<file path="src/rtl/gb_oam_dma.sv">
// gb_oam_dma -- OAM DMA controller behind I/O register FF46.
//
// A CPU write to FF46 latches the source page. It then copies 160 bytes from
// {page, 00..9F} into OAM bytes 00..9F. Each byte takes BYTE_CYCLES clocks:
// phase 0 reads the source and phase 1 writes OAM. The remaining phases are idle.
//
// Ports
//   clk      gbclk; all state changes on its rising edge
//   n_reset  asynchronous active-low reset
//   sel      CPU access targets FF46
//   write    CPU write strobe
//   din      CPU write data
//   dout     FF46 readback (source register)
//   active   transfer in progress, including the start delay
//   adr_rd   source read address
//   rd       source read strobe (one cycle per byte)
//   mem_in   source read data, valid while rd is high
//   adr_wr   OAM byte index 00..9F
//   wr       OAM write strobe (one cycle per byte)
//   mem_out  OAM write data
//
// state   | meaning
// --------+-----------------------------------------------------------
// S_IDLE  | no transfer; strobes low
// S_START | start delay after an FF46 write, delay counts 0..START_DELAY-1
// S_XFER  | copying byte idx, phase counts 0..BYTE_CYCLES-1

module gb_oam_dma #(
  parameter int START_DELAY = 4,
  parameter int BYTE_CYCLES = 4
) (
  input  logic        clk,
  input  logic        n_reset,
  input  logic        sel,
  input  logic        write,
  input  logic [7:0]  din,
  output logic [7:0]  dout,
  output logic        active,
  output logic [15:0] adr_rd,
  output logic        rd,
  input  logic [7:0]  mem_in,
  output logic [7:0]  adr_wr,
  output logic        wr,
  output logic [7:0]  mem_out
);

  localparam int DW = (START_DELAY > 1) ? $clog2(START_DELAY) : 1;
  localparam int PW = $clog2(BYTE_CYCLES);
  localparam logic [DW-1:0] DELAY_LAST = DW'(START_DELAY - 1);
  localparam logic [PW-1:0] PHASE_LAST = PW'(BYTE_CYCLES - 1);
  localparam logic [7:0]    IDX_LAST   = 8'd159;

  typedef enum logic [1:0] {
    S_IDLE,
    S_START,
    S_XFER
  } state_t;

  state_t        state;
  logic [7:0]    src;
  logic [7:0]    idx;
  logic [7:0]    page;
  logic [DW-1:0] delay;
  logic [PW-1:0] phase;

  // Pages E0..FF fold down onto the C0..DF echo. As a result, FE/FF never
  // read back OAM or I/O space.
  assign page = (src < 8'hE0) ? src : (src - 8'h20);
  assign dout = src;

  // Outputs are registered. Each strobe is set on the edge that enters its
  // phase, so rd is high during phase 0 and wr is high during phase 1.
  // mem_out doubles as the byte buffer: it is loaded with mem_in at the end
  // of phase 0.
  always_ff @(posedge clk or negedge n_reset) begin
    if (!n_reset) begin
      state   <= S_IDLE;
      src     <= 8'hFF;
      idx     <= 8'h00;
      delay   <= '0;
      phase   <= '0;
      active  <= 1'b0;
      rd      <= 1'b0;
      wr      <= 1'b0;
      adr_rd  <= 16'h0000;
      adr_wr  <= 8'h00;
      mem_out <= 8'h00;
    end else begin
      rd <= 1'b0;
      wr <= 1'b0;
      if (sel && write) begin
        // A restart takes priority over everything. This drops the byte in
        // flight and any pending phase-1 write.
        src    <= din;
        state  <= S_START;
        active <= 1'b1;
        idx    <= 8'h00;
        delay  <= '0;
        phase  <= '0;
      end else begin
        case (state)
          S_START: begin
            if (delay == DELAY_LAST) begin
              state  <= S_XFER;
              idx    <= 8'h00;
              phase  <= '0;
              rd     <= 1'b1;
              adr_rd <= {page, 8'h00};
            end else begin
              delay <= delay + 1'b1;
            end
          end
          S_XFER: begin
            if (phase == '0) begin
              mem_out <= mem_in;
              wr      <= 1'b1;
              adr_wr  <= idx;
            end
            if (phase == PHASE_LAST) begin
              if (idx == IDX_LAST) begin
                state  <= S_IDLE;
                active <= 1'b0;
              end else begin
                idx    <= idx + 8'd1;
                phase  <= '0;
                rd     <= 1'b1;
                adr_rd <= {page, idx + 8'd1};
              end
            end else begin
              phase <= phase + 1'b1;
            end
          end
          default: begin
          end
        endcase
      end
    end
  end

endmodule
</file>
<file path="config.mk">
export PLATFORM = sky130hd
export DESIGN_NAME = gb_oam_dma
export DESIGN_NICKNAME = d
export VERILOG_FILES = /design/src/rtl/gb_oam_dma.sv
export SDC_FILE = /design/constraint.sdc
export NUM_CORES = 1
export LEC_CHECK = 0
export CAP_MARGIN = 20
export CORE_MARGIN = 2
export CORE_UTILIZATION = 45
export CTS_CLUSTER_DIAMETER = 40
export DETAILED_ROUTE_END_ITERATION = 16
export PLACE_DENSITY = 0.76
export SLEW_MARGIN = 40
export SYNTH_ARGS = -nofsm -noshare
export SYNTH_HDL_FRONTEND = slang
export SYNTH_SLANG_ARGS = --single-unit
</file>
<file path="constraint.sdc">
create_clock -name clk -period 2.28 [get_ports clk]
set_clock_uncertainty 0.1 [all_clocks]
set_input_delay 0.342 -clock clk [delete_from_list [all_inputs] [get_ports clk]]
set_output_delay 0.342 -clock clk [all_outputs]
set_load 0.005 [all_outputs]
</file>
Word-level counts from Yosys, hierarchy flattened:

Index checks and enable logic that the tools add are counted.

* register bits after elaboration: 57
* input port bits: 20
* output and inout bits: 43
* logic and storage cells: 81

* add/sub/neg operators: 4
* $lt $le $gt $ge: 1
* equality and inequality tests: 14
* muxes and demuxes: 35
* bitwise gates (word level): 1
* reduce and logical (&&, ||, !) cells: 15

Operators with widths (count)
* $mux 16: 3
* $mux 8: 5
* $pmux 16 s2: 1
* $mux 2: 11
* $pmux 8 s2: 1
* $ne 3x3->1 const B: 4
* $mux 1: 11
* $reduce_bool 2->1: 5
* $reduce_and 3->1: 3
* $add 8x1->8 const B: 1
* $eq 8x8->1 const B: 1
* $lt 8x8->1 const B: 1
* $ne 2x2->1 const B: 4
* $pmux 2 s2: 2
* $reduce_and 4->1: 2
* $sub 8x6->8 const B: 1
* $eq 2x2->1 const B: 3
* $reduce_and 5->1: 1
* $add 2x1->2 const B: 2
* $ne 4x4->1 const B: 1
* $reduce_bool 3->1: 1
* $eq 2x1->1 const B: 1
* $logic_not 2->1: 1
* $pmux 1 s2: 1
* 3 further kinds: 3

Depth between registers and ports, before layout:

Gate-level depths: netlist of run 1.

* word-level depth: 5
* mapped depth: 7
* depth with buffers taken out: 6

Least setup slack after synthesis of run 1:

Ideal clock, no wire load.

* path type: register -> register
* from: reg idx[0]
* to: reg adr_rd[0]
* setup time: 0.125 ns
* data arrival time: 1.978 ns
* data required time: 2.055 ns
* path slack: 0.077 ns
* cell stages (with the launch flop): 7
* path buffers: 1
* clock period less this slack: 2.203 ns
* path through: dfrtp_1 > ha_1 > nand4_2 > o21ai_2 > a2111oi_4 > buf_6 > mux2_4

* cells in the longest elaborated chain, start to end: 4
* elaborated cells on any way between the ends: 7
* classes of those cells: add/sub: 1; eq/ne: 2; mux: 3; reduce/logical: 1

RTL lines
* start, declared: line 61 `logic [7:0] idx;`
* start signal, assigned: line 124 `idx <= idx + 8'd1;`
* $add 8x1->8: line 127 `adr_rd <= {page, idx + 8'd1};`
* $mux 16: line 120 `if (idx == IDX_LAST) begin`
* $mux 16: line 119 `if (phase == PHASE_LAST) begin`
* $pmux 16 s2: line 101 `case (state)`
* end signal, assigned: line 108 `adr_rd <= {page, 8'h00};`
* end signal, assigned: line 127
* end, declared: line 39 `output logic [15:0] adr_rd,`

Parallel ways exist; a longest one is shown, timed or not. The select of a mux whose other input is x is not followed.
A chain may end at the register's enable or synchronous reset.

Final worst setup path of run 1:

* from: reg idx[1]
* to: reg adr_rd[8]

* cells in the longest elaborated chain, start to end: 3

RTL lines (line)
* $eq 8x8->1: 120
* $ne 2x2->1 (no line)
* $reduce_and 5->1 (no line)

No other way between the ends.

==> results.md, run 1 <==
- The static leakage is 1.62 nW.
- The area of the mapped netlist is around 2700 um2.
- The later pin in the worst-skew pair is clocked with a latency of 0.33 ns.
- The number of buffers and inverters on the critical path is 1.
- The library cells used most frequently in the layout, excluding fill and tap cells, are 61 x sky130_fd_sc_hd__clkdlybuf4s50_1, 49 x sky130_fd_sc_hd__dfrtp_1, 34 x sky130_fd_sc_hd__nand2_1.
- The largest stage delay on the critical path is 0.42 ns.
- The number of port buffers is 62.
- Summed over all layers, the global routing overflow is 0.
- After synthesis, the netlist uses between 40 and 50 different library cells.
- The TritonCTS clock tree is built.
- Buffers inserted during clock tree synthesis total 9.
- The clock passes through at most 2 buffers.
- Setup repair after global routing left no endpoint under its margin.
- The number of warning messages in the yosys log is 0.
- The floorplan has 28 rows.
- The floorplan die height is 81.4 um.
- The number of detailed-route iterations in the first pass is 4.
- Synthesis handed over a netlist of 236 instances.
- The number of flops mapped to enable cells by yosys is 0.
- The H-tree depth is 3.
- The count of vias placed by the detailed router is 1964.
- The tool flagged a number of max-cap violations equal to 0.
- The final weighted congestion in routability-driven placement is 0.861.
- The count of pins over their slew limit came to 0.
- The cell area after placement is 3450 um2.
- The pin count of the biggest net entering global routing is 31.
- Of the synthesized area, sequential elements account for between 50 and 60%.
- Among all stages on the critical path, the largest delay is contributed by sky130_fd_sc_hd__a2111oi_4.
- The number of gates resized after CTS was 0.
- The number of top-level design ports is 63.
- The design area is 3630 um2.
- The HPWL after detailed placement is 4.00 mm.
- In this run, synthesis produced a sequential element count of 57.
- The commonest register cell after synthesis is sky130_fd_sc_hd__dfrtp_1.
- The final layout contains routed wiring with a total length of 5.41 mm.
- The run finished with clean final reports.
- The worst setup path is launched from a register.
- The remaining max-slew budget at the tightest pin is 62.2%.
- The post-detailed-route via-to-cell ratio is between 5 and 6.
- Static timing analysis puts the maximum clock frequency at between 400 and 500 MHz.
- After detailed routing, the number of remaining DRC violations is 0.
- After layout, the worst path uses 92.2% of the clock period.
- In this run the power density over the cells is 883 nW/um2.
- The horizontal extent of the die is ~81 um.
- The first global-routing pass estimated ~9.0 mm of wire.
- The count of final setup violators is 0.
- The hold violation total from the final report is 0.
- The number of sinks driven by the clock tree is 57.
- Once the clock tree was built, the setup fixing pass inserted 0 buffers.
- The endpoint required time on the critical path is 2.39 ns.
- The quantity of hold-fixing buffers added after cts is 1.
- Broken down by cell family, the worst path's largest delay share belongs to compound AO/OA/AOI/OAI gates.
- The overall global routing resource usage is between 10% and 20%.
- The clock root buffer master is sky130_fd_sc_hd__clkbuf_8.
- The number of antenna violations at the first check in global routing is 0.
- The detail route stage leaves a number of antenna-violating nets equal to 0.
- For this block, the initial DRC count from the detailed router was 97.
- The most frequent standard cell in the layout excluding fill and tap cells is sky130_fd_sc_hd__clkdlybuf4s50_1.
- The category of the most critical setup path is reg2reg.
- The worst slack at placement is 0.175 ns.
- Across all setup checks in the final design, the least slack found is around 0.18 ns.
- Setup total negative slack on the finished layout was measured at 0 ns.
- For the pin with the worst max-slew slack, the measured transition is 0.566 ns.
- In this run the standard cell core region covers 5850 um2.
- The number of global-route vias before repair was 1913.
- The starting utilization of the core area is between 40% and 50%.
- The minimum clock period after layout is 2.10 ns.
- The critical-path maximum fanout is 16.
- The fraction of registers with async set or reset after synthesis is 100%.
- The area growth from synthesis to layout is 34.7%.
- The signal on the critical path passes through ha_1 > nand4_2 > o21ai_2 > a2111oi_4 > buf_12 > mux2_2.
- The average size of a mapped cell is 11.4 um2.
- The nature of the critical path endpoint is a register.
- The final net count is roughly 340.
- In this run the worst hold path is classified as in2async.
- The post-route netlist has 21.3% of its cells at a drive strength greater than 1.
- On the final layout, the worst hold slack is 0.258 ns.
- Clock-pin slew was measured on the worst setup and hold paths at 0.06 ns.
- The antenna diode count is 0.
- The worst-case IR drop observed on VDD is 0.000509 V.
- When the netlist entered floorplanning its net count stood at 263.
- The critical path data arrival time is 2.21 ns.
- In the final routed layout, each cell accounts on average for 13.9 um.
- The full die area is 6620 um2.
-- worst register-to-register path: cells and delay by family (launching register included) --
kind,cells,cell delay (ns)
flops,1,0.41
mux,1,0.35
compound gates,2,0.51
simple gates,1,0.14
fa+ha+maj,1,0.27
buf+inv,1,0.21
-- registers in the layout (all words and copies together), names as in the netlist --
name and count:
adr_rd 16, adr_wr 8, dout 8, idx 8
mem_out 8, delay 2, phase 2, state 2
active 1, rd 1, wr 1
-- report_power, final --
part	switching (mW)	leakage [nW]	internal, mW
logic	0.398	0.800	0.665
clock network	0.361	0.0850	0.457
registers	0.107	0.734	1.21
-- routing by layer --
layer | global-route usage [%] | vias to the layer above | routed length, um
met5 | 0 | - | 0
met4 | 7.80 | 0 | 61
li1 | - | 960 | -
met3 | 6.00 | 6 | 201
met2 | 27.7 | 45 | 2680
met1 | 24.1 | 953 | 2470
-- cell families (layout without fill, tap and decap cells) --
family,Yosys count,in the layout,synth area share (%)
AOI/OAI and AO/OA,37,37,9.99
xor gates and xnor gates,4,4,1.30
adders and majority gates,7,7,3.25
buffers and inverters,33,111,5.81
DFF,57,57,53.3
muxes,35,35,14.9
and+or+nand+nor,63,63,11.4
-- through the flow --
stage	utilization [%]	total power, mW	instances
2_1_floorplan	-	1.88	236
3_3_place_gp	58.9	2.38	372
3_5_place_dp	58.9	2.41	372
4_1_cts	62.0	3.25	389
5_1_grt	62.0	3.40	389
6_report	62.0	3.20	389
-- area by class of cell --
class	count	area (um2)
Fill cell	477	2220
Sequential cell	57	1440
Multi-Input combinational cell	146	1100
Timing Repair Buffer	78	763
Clock buffer	16	170
Tap cell	75	93.8
Inverter	17	63.8
-- Yosys cell counts, drive strengths merged (6+ instances only) --
cell type,number,area share (%)
dfrtp,49,46
nand2,34,4.7
mux2,26,12
inv,17,2.4
o21ai,16,3.1
buf,10,2.6
mux2i,9,3.3
dfstp,8,7.8
ha,7,3.3
clkbuf,6,0.84
-- final timing paths --
| kind | startpoint | end | slack [ns] | cells after the start |
|---|---|---|---|---|
| worst max-delay path | idx[1] | adr_rd[8] | 0.18 | 6 |
| worst min-delay path | n_reset | mem_out[2] | 0.26 | 2 |
| worst max register to register | idx[1] | adr_rd[8] | 0.18 | 6 |
| worst min register to register | dout[2] | dout[2] | 0.37 | 2 |
| max in group asynchronous | n_reset | adr_rd[1] | 1.24 | 3 |
| min in group clk | dout[2] | dout[2] | 0.37 | 2 |
(Power assumes the default switching activity.)
==> run 2, diff against run 1 <==
--- a/config.mk
+++ b/config.mk
@@ -6,12 +6,13 @@
 export NUM_CORES = 1
 export LEC_CHECK = 0
 export CAP_MARGIN = 20
+export CORE_ASPECT_RATIO = 1.1
 export CORE_MARGIN = 2
 export CORE_UTILIZATION = 45
 export CTS_CLUSTER_DIAMETER = 40
 export DETAILED_ROUTE_END_ITERATION = 16
 export PLACE_DENSITY = 0.76
-export SLEW_MARGIN = 40
+export SLEW_MARGIN = 15
 export SYNTH_ARGS = -nofsm -noshare
 export SYNTH_HDL_FRONTEND = slang
 export SYNTH_SLANG_ARGS = --single-unit
==> run 2 against run 1 <==
Net effect: fmax rose by 1.3%; count of clock-buffer cells in the layout fell by 2; critical endpoint is now adr_rd[7]; global-route usage rose by 0.069 points; worst hold slack got worse by 0.25 ns; largest cell class unchanged; final cell count rose by 0.51%; power rose by 5.6%; critical path depth did not move; routed wire length rose by 2.8%.
==> results.md, run 2 (synthesized netlist as in run 1, its figures left out) <==
- The number of port buffers came to 62 (unchanged).
- The count of pins over their slew limit is 0 (unchanged).
- The remaining max-slew budget at the tightest pin is 46.5% (-16 points).
- The violation count after the first detailed-route iteration is 84 (-13%).
- The static leakage came to 1.64 nW (+1.3%).
- The logic depth of the worst path, buffers included is 6 (unchanged).
- The count of vias placed by the detailed router is 1984 (+1.0%).
- The final weighted congestion in routability-driven placement was 0.888 (+3.1%).
- The worst setup path is launched from a register.
- The number of top-level design ports came to 63 (unchanged).
- The critical path is of the reg2reg type.
- The number of detailed-route iterations in the first pass was 4 (unchanged).
- The worst hold margin is 0.00674 ns (-0.251 ns).
- The endpoint required time on the critical path was 2.39 ns (about the same).
- The global-route wire length before repair is 9.50 mm (+6.1%).
- The most critical setup path has its startpoint at idx[1].
- The post-detailed-route via-to-cell ratio is 5.07 (+0.50%).
- The total power per unit cell area was 923 nW/um2 (+4.6%).
- The most critical setup path has its endpoint at adr_rd[7].
- The floorplan die height was 85.1 um (+4.6%).
- The path category of the worst min-delay check is in2async.
- The residual DRC count is 0 (unchanged).
- The worst slack at placement is 0.204 ns (+0.0281 ns).
- The library cells used most frequently in the layout, excluding fill and tap cells, are 61 x sky130_fd_sc_hd__clkdlybuf4s50_1, 49 x sky130_fd_sc_hd__dfrtp_1, 34 x sky130_fd_sc_hd__nand2_1.
- The post-CTS setup repair buffer count was 0 (unchanged).
- The number of global-route vias before repair is 1981 (+3.6%).
- The number of antenna violations at the first check in global routing came to 0 (unchanged).
- The total grt overflow came to 0 (unchanged).
- Setup repair after global routing left no endpoint under its margin.
- The period utilization was 91.0% (-1.2 points).
- The insertion delay of the later-clocked pin in the worst-skew pair is 0.32 ns (about the same).
- The minimum clock period after layout was 2.08 ns (-0.0276 ns).
- The number of flip-flops under the largest register name is 16 (unchanged).
- The number of buffers and inverters on the critical path came to 1 (unchanged).
- The horizontal extent of the die came to 77.8 um (-4.4%).
- The total wirelength of the detailed-routed design is 5.56 mm (+2.8%).
- Walking the worst path, the cells encountered are ha_1 > nand4_2 > o21ai_2 > a2111oi_4 > buf_12 > mux2_2.
- The pin count of the biggest net entering global routing came to 37 (+19%).
- The flow ran to the end, and the final reports show no timing, DRC or antenna violations.
- The critical path data arrival time was 2.18 ns (-0.03 ns).
- The beginning of the worst register-to-register path is idx[1].
- The setup slack of the critical path after layout is 0.204 ns (+0.0276 ns).
- The critical-path maximum fanout is 16 (unchanged).
- The minimum setup slack among reg-to-reg paths was 0.20 ns (+0.03 ns).
- The nature of the critical path endpoint is a register.
- The number of rows created at floorplan is 29 (+3.6%).
- The total CTS buffers is 9 (unchanged).
- The number of cell instances on the worst register-to-register path is 6 (unchanged).
- TritonCTS built the clock tree.
- The count of final setup violators was 0 (unchanged).
- The proportion of layout cells with a drive suffix above 1 is 22.9% (+1.6 points).
- The actual slew at the worst max-slew pin was 0.802 ns (+0.236 ns).
- The number of gates given a new drive strength after cts is 0 (unchanged).
- The number of standard cells in the final layout excluding fillers is 391 (+0.51%).
- The placed cell count is 375 (+0.81%).
- The count of nets left with antenna violations after detail routing was 0 (unchanged).
- The largest stage delay on the critical path is 0.41 ns (about the same).
- The highest clock rate is 482 MHz (+1.3%).
- The overall global routing resource usage was 18.4% (+0.069 points).
- The peak supply drop is 0.000472 V (-7.4%).
- The final total negative setup slack is 0 ns (unchanged).
- The full die area is 6620 um2 (about the same).
- The number of buffers between clock root and the deepest sink is 2 (unchanged).
- The number of sinks driven by the clock tree was 57 (unchanged).
- The kind of cell with the highest combined delay along the critical path is compound AO/OA/AOI/OAI gates.
- The max-cap check violation count is 0 (unchanged).
- The hold violation total from the final report is 0 (unchanged).
- The core area is 5770 um2 (-1.4%).
- The slowest library cell on the worst path is sky130_fd_sc_hd__dfrtp_1.
- The quantity of hold-fixing buffers added after cts is 0 (-1).
- The antenna diode count is 0 (unchanged).
- The area growth from synthesis to layout is 36.0%.
- The clock slew at the register clock pins of the worst setup and hold paths came to 0.07 ns (about the same).
- The mean routed wirelength per cell was 14.2 um (+2.2%).
- The endpoint identified for the worst register-to-register timing path is adr_rd[7].
- The largest register by flop count is adr_rd.
- The clock root buffer master is sky130_fd_sc_hd__clkbuf_8.
- The H-tree depth is 3 (unchanged).
- The half-perimeter wire length after detailed placement came to 4.07 mm (+1.7%).
- The final net count came to 336 (unchanged).
- The starting utilization of the core area is 46.7% (+0.65 points).
- The most frequent standard cell in the layout excluding fill and tap cells is sky130_fd_sc_hd__clkdlybuf4s50_1.
## run 2: through the flow
step                instance area, um2  util (%)  total power [mW]
global route                      3660      63.5              3.57
finish                            3660      63.5              3.38
floorplan                         2690         -              1.88
global placement                  3440      59.7              2.38
CTS                               3660      63.5              3.42
detailed placement                3440      59.7              2.41
## run 2: layer usage
layer  up-vias  share of wire (%)  track usage (%)
li1        948                  -                -
met1       974                 44             23.5
met2        52                 51             30.5
met3        10                3.7             3.30
met4         0                1.7             8.28
met5         -                  0                0
## run 2: cell type report
| class | count | area (um2) |
|---|---|---|
| clock inverter | 2 | 35.0 |
| sequential | 57 | 1440 |
| timing repair buffer | 78 | 748 |
| multi-input combinational | 146 | 1100 |
| fill | 453 | 2110 |
| tap | 77 | 96.3 |
| inverter | 17 | 63.8 |
| clock buffer | 14 | 183 |
## run 2: power breakdown
group	switching [mW]	internal (mW)
Clock	0.377	0.623
Sequential	0.108	1.21
Combinational	0.399	0.661
Total	0.884	2.50
## run 2: worst min-delay path by stage
stage,start,endpoint
after floorplan,n_reset,active
after global placement,dout[4],dout[4]
after detailed placement,dout[1],dout[1]
after CTS,n_reset,adr_rd[12]
after global routing,n_reset,adr_rd[13]
final,n_reset,adr_rd[13]
## run 2: worst reg2reg max path: stages, from the launching register on
cell	delay, ns
sky130_fd_sc_hd__dfrtp_1	0.41
sky130_fd_sc_hd__ha_1	0.26
sky130_fd_sc_hd__nand4_2	0.14
sky130_fd_sc_hd__o21ai_2	0.08
sky130_fd_sc_hd__a2111oi_4	0.40
sky130_fd_sc_hd__buf_12	0.21
sky130_fd_sc_hd__mux2_2	0.35
==> run 3, diff against run 2 <==
==> constraint.sdc (replaced) <==
create_clock -name clk -period 2.28 [get_ports clk]
set_clock_uncertainty 0.1 [all_clocks]
set_input_delay 0.456 -clock clk [delete_from_list [all_inputs] [get_ports clk]]
set_output_delay 0.456 -clock clk [all_outputs]
set_load 0.005 [all_outputs]
==> run 3 against run 2 <==
Net effect: via count is 0.55% lower; worst hold slack better by 0.065 ns; power is 6.0% lower; combinational power barely moved; count of clock-buffer cells in the layout down 2.
==> results.md, run 3 (synthesized netlist as in run 1, its figures left out) <==
- The flow ran to the end, and the final reports show no timing, DRC or antenna violations.
- The combinational share of power is 33.5% (+2.1 points).
- The actual slew at the worst max-slew pin is 0.720 ns (-0.0822 ns).
- The endpoint required time on the critical path is 2.40 ns (about the same).
- The pin count of the biggest net entering global routing is 34 (-8.1%).
- The most frequent standard cell in the layout excluding fill and tap cells is sky130_fd_sc_hd__clkdlybuf4s50_1.
- The number of buffers and inverters on the critical path is 1 (unchanged).
- The number of antenna violations at the first check in global routing was 0 (unchanged).
- The post-CTS setup repair buffer count is 0 (unchanged).
- The number of cell instances on the worst register-to-register path came to 6 (unchanged).
- The final weighted congestion in routability-driven placement is 0.864 (-2.7%).
- The insertion delay of the later-clocked pin in the worst-skew pair is 0.34 ns (+0.02 ns).
- The total wirelength of the detailed-routed design is 5.32 mm (-4.2%).
- The period utilization is 90.1% (-0.98 points).
- The number of port buffers came to 62 (unchanged).
- The count of final setup violators was 0 (unchanged).
- The clock root buffer master is sky130_fd_sc_hd__clkbuf_8.
- The peak supply drop was 0.000461 V (-2.3%).
- The number of sinks driven by the clock tree is 57 (unchanged).
- The H-tree depth is 3 (unchanged).
- The overall power consumption was 3.18 mW (-6.0%).
- The path category of the worst min-delay check is in2async.
- The proportion of power drawn by the clock network came to 25.0% (-4.6 points).
- The clock slew at the register clock pins of the worst setup and hold paths was 0.06 ns (about the same).
- The worst slack at placement is 0.0877 ns (-0.116 ns).
- The critical path is of the reg2reg type.
- The largest stage delay on the critical path came to 0.42 ns (about the same).
- The minimum clock period after layout is 2.05 ns (-0.0223 ns).
- The logic depth of the worst path, buffers included is 6 (unchanged).
- The overall global routing resource usage is 17.8% (-0.56 points).
- Ranked by flip-flop count, first place goes to adr_rd.
- The capturing point of the worst reg2reg path is adr_rd[10].
- The detailed route wirelength on metal2 is 2.68 mm (-5.3%).
- The critical path data arrival time is 2.17 ns (about the same).
- The cell area after placement is 3450 um2 (+0.15%).
- The half-perimeter wire length after detailed placement is 3.90 mm (-4.1%).
- The number of flip-flops under the largest register name is 16 (unchanged).
- The global-route wire length before repair is 9.09 mm (-4.3%).
- The switching share of power is 27.8% (+1.6 points).
- The post-route core utilization came to 62.7% (-0.78 points).
- The final total negative setup slack was 0 ns (unchanged).
- The total CTS buffers is 9 (unchanged).
- The quantity of hold-fixing buffers added after cts came to 0 (unchanged).
- The max-cap check violation count was 0 (unchanged).
- The design area is 3620 um2 (-1.2%).
- Setup repair after global routing left no endpoint under its margin.
- The filler cell count in the final layout is 463 (+2.2%).
- The internal power summed over all cells is 2.30 mW (-8.0%).
- The sort of element at the start of the critical path is a register.
- The highest clock rate is 487 MHz (+1.1%).
- Traced cell by cell, the critical path runs through ha_1 > nand4_2 > o21ai_2 > a2111oi_4 > buf_12 > mux2_2.
- The static leakage is 1.62 nW (-1.2%).
- The count of pins over their slew limit is 0 (unchanged).
- The length of routed wiring on met1 is 2.33 mm (-4.0%).
- The beginning of the worst register-to-register path is idx[1].
- In the layout the commonest cells are 61 x sky130_fd_sc_hd__clkdlybuf4s50_1, 49 x sky130_fd_sc_hd__dfrtp_1, 34 x sky130_fd_sc_hd__nand2_1.
- The antenna diode count is 0 (unchanged).
- The remaining max-slew budget at the tightest pin is 52.0% (+5.5 points).
- The floorplan die height is 85.1 um (unchanged).
- The portion of total power attributed to sequential cells is 41.4% (+2.3 points).
- The uppermost layer routed is met4.
- The met3 layer wire length in the routed design is 194 um (-5.4%).
- The starting utilization of the core area is 46.7% (unchanged).
- The critical-path maximum fanout is 16 (unchanged).
- The setup slack of the critical path after layout is 0.227 ns (+0.0223 ns).
- For this design, the slowest cell found on the critical path is sky130_fd_sc_hd__dfrtp_1.
- The residual DRC count is 0 (unchanged).
- The critical path's top delay family is compound AO/OA/AOI/OAI gates.
- The switching power summed over all nets came to 0.883 mW (about the same).
- The core area is 5770 um2 (unchanged).
- The TritonCTS clock tree is built.
- The post-detailed-route via-to-cell ratio is 5.06 (-0.30%).
- The proportion of layout cells with a drive suffix above 1 was 22.7% (-0.25 points).
- The end of the critical path is adr_rd[10].
- The number of buffers between clock root and the deepest sink came to 2 (unchanged).
- The hold violation total from the final report is 0 (unchanged).
- The final net count is 335 (-0.30%).
- The mean routed wirelength per cell was 13.6 um (-4.0%).
- The launch point of the worst path is idx[1].
- The number of global-route vias before repair was 1994 (+0.66%).
- The number of rows created at floorplan is 29 (unchanged).
- The count of vias placed by the detailed router was 1973 (-0.55%).
- The total grt overflow is 0 (unchanged).
- The number of gates given a new drive strength after cts is 0 (unchanged).
- The total power per unit cell area is 879 nW/um2 (-4.8%).
- The count of nets left with antenna violations after detail routing is 0 (unchanged).
- The horizontal extent of the die came to 77.8 um (unchanged).
- The nature of the critical path endpoint is a register.
- The violation count after the first detailed-route iteration is 97 (+15%).
- The minimum setup slack among reg-to-reg paths is 0.23 ns (+0.02 ns).
- The full die area is 6620 um2 (unchanged).
- The number of top-level design ports was 63 (unchanged).
- The number of detailed-route iterations in the first pass was 4 (unchanged).
- Relative to the synthesized area, the layout overhead comes to 34.3%.
run 3: cell count changes in the layout (fill, tap and decap cells not counted), sizes merged:
cell,previous run,this run
buf,17,16
bufinv,1,0
clkbuf,14,12
clkinv,1,4
run 3: worst register-to-register path, stage by stage (launching register included):
cell                        delay (ns)
sky130_fd_sc_hd__dfrtp_1          0.42
sky130_fd_sc_hd__ha_1             0.23
sky130_fd_sc_hd__nand4_2          0.13
sky130_fd_sc_hd__o21ai_2          0.09
sky130_fd_sc_hd__a2111oi_4        0.41
sky130_fd_sc_hd__buf_12           0.21
sky130_fd_sc_hd__mux2_2           0.36
run 3: per-stage QoR:
step | instances | hold WS [ns]
3_3_place_gp | 374 | 0.356
6_report | 390 | 0.0717
3_5_place_dp | 374 | 0.359
2_1_floorplan | 236 | 0.0604
4_1_cts | 390 | 0.0798
5_1_grt | 390 | 0.108
run 3: how the worst min path moves through the flow:
stage          startpoint         end  slack [ns]
6_report          n_reset  adr_rd[11]        0.07
5_1_grt           n_reset  adr_rd[13]        0.11
4_1_cts           n_reset  adr_rd[11]        0.08
3_5_place_dp      dout[1]     dout[1]        0.36
3_3_place_gp      dout[0]     dout[0]        0.36
2_1_floorplan     n_reset      active        0.06
run 3: per-layer routing:
layer / up-vias / global-route usage (%)
li1: 949 / -
met1: 976 / 21.8
met2: 37 / 29.4
met3: 11 / 4.89
met4: 0 / 8.28
met5: - / 0
run 3: final cells by class:
type                    instances  area [um2]  share of cell area, %
multi-input cells             146        1100                   30.5
repair buffers                 77         753                   20.8
clock inverters                 4        20.0                  0.553
well taps                      77        96.3                   2.66
clock buffers                  12         145                   4.01
flip-flops and latches         57        1440                   39.7
inverters                      17        63.8                   1.76
run 3: power groups by stage:
stage / Combinational (mW) / Sequential (mW) / Clock, mW
after floorplan: 0.549 / 1.33 / 0
after global placement: 1.05 / 1.33 / 0
after detailed placement: 1.07 / 1.34 / 0
after CTS: 1.08 / 1.32 / 0.823
after global routing: 1.16 / 1.35 / 0.865
final: 1.07 / 1.32 / 0.797
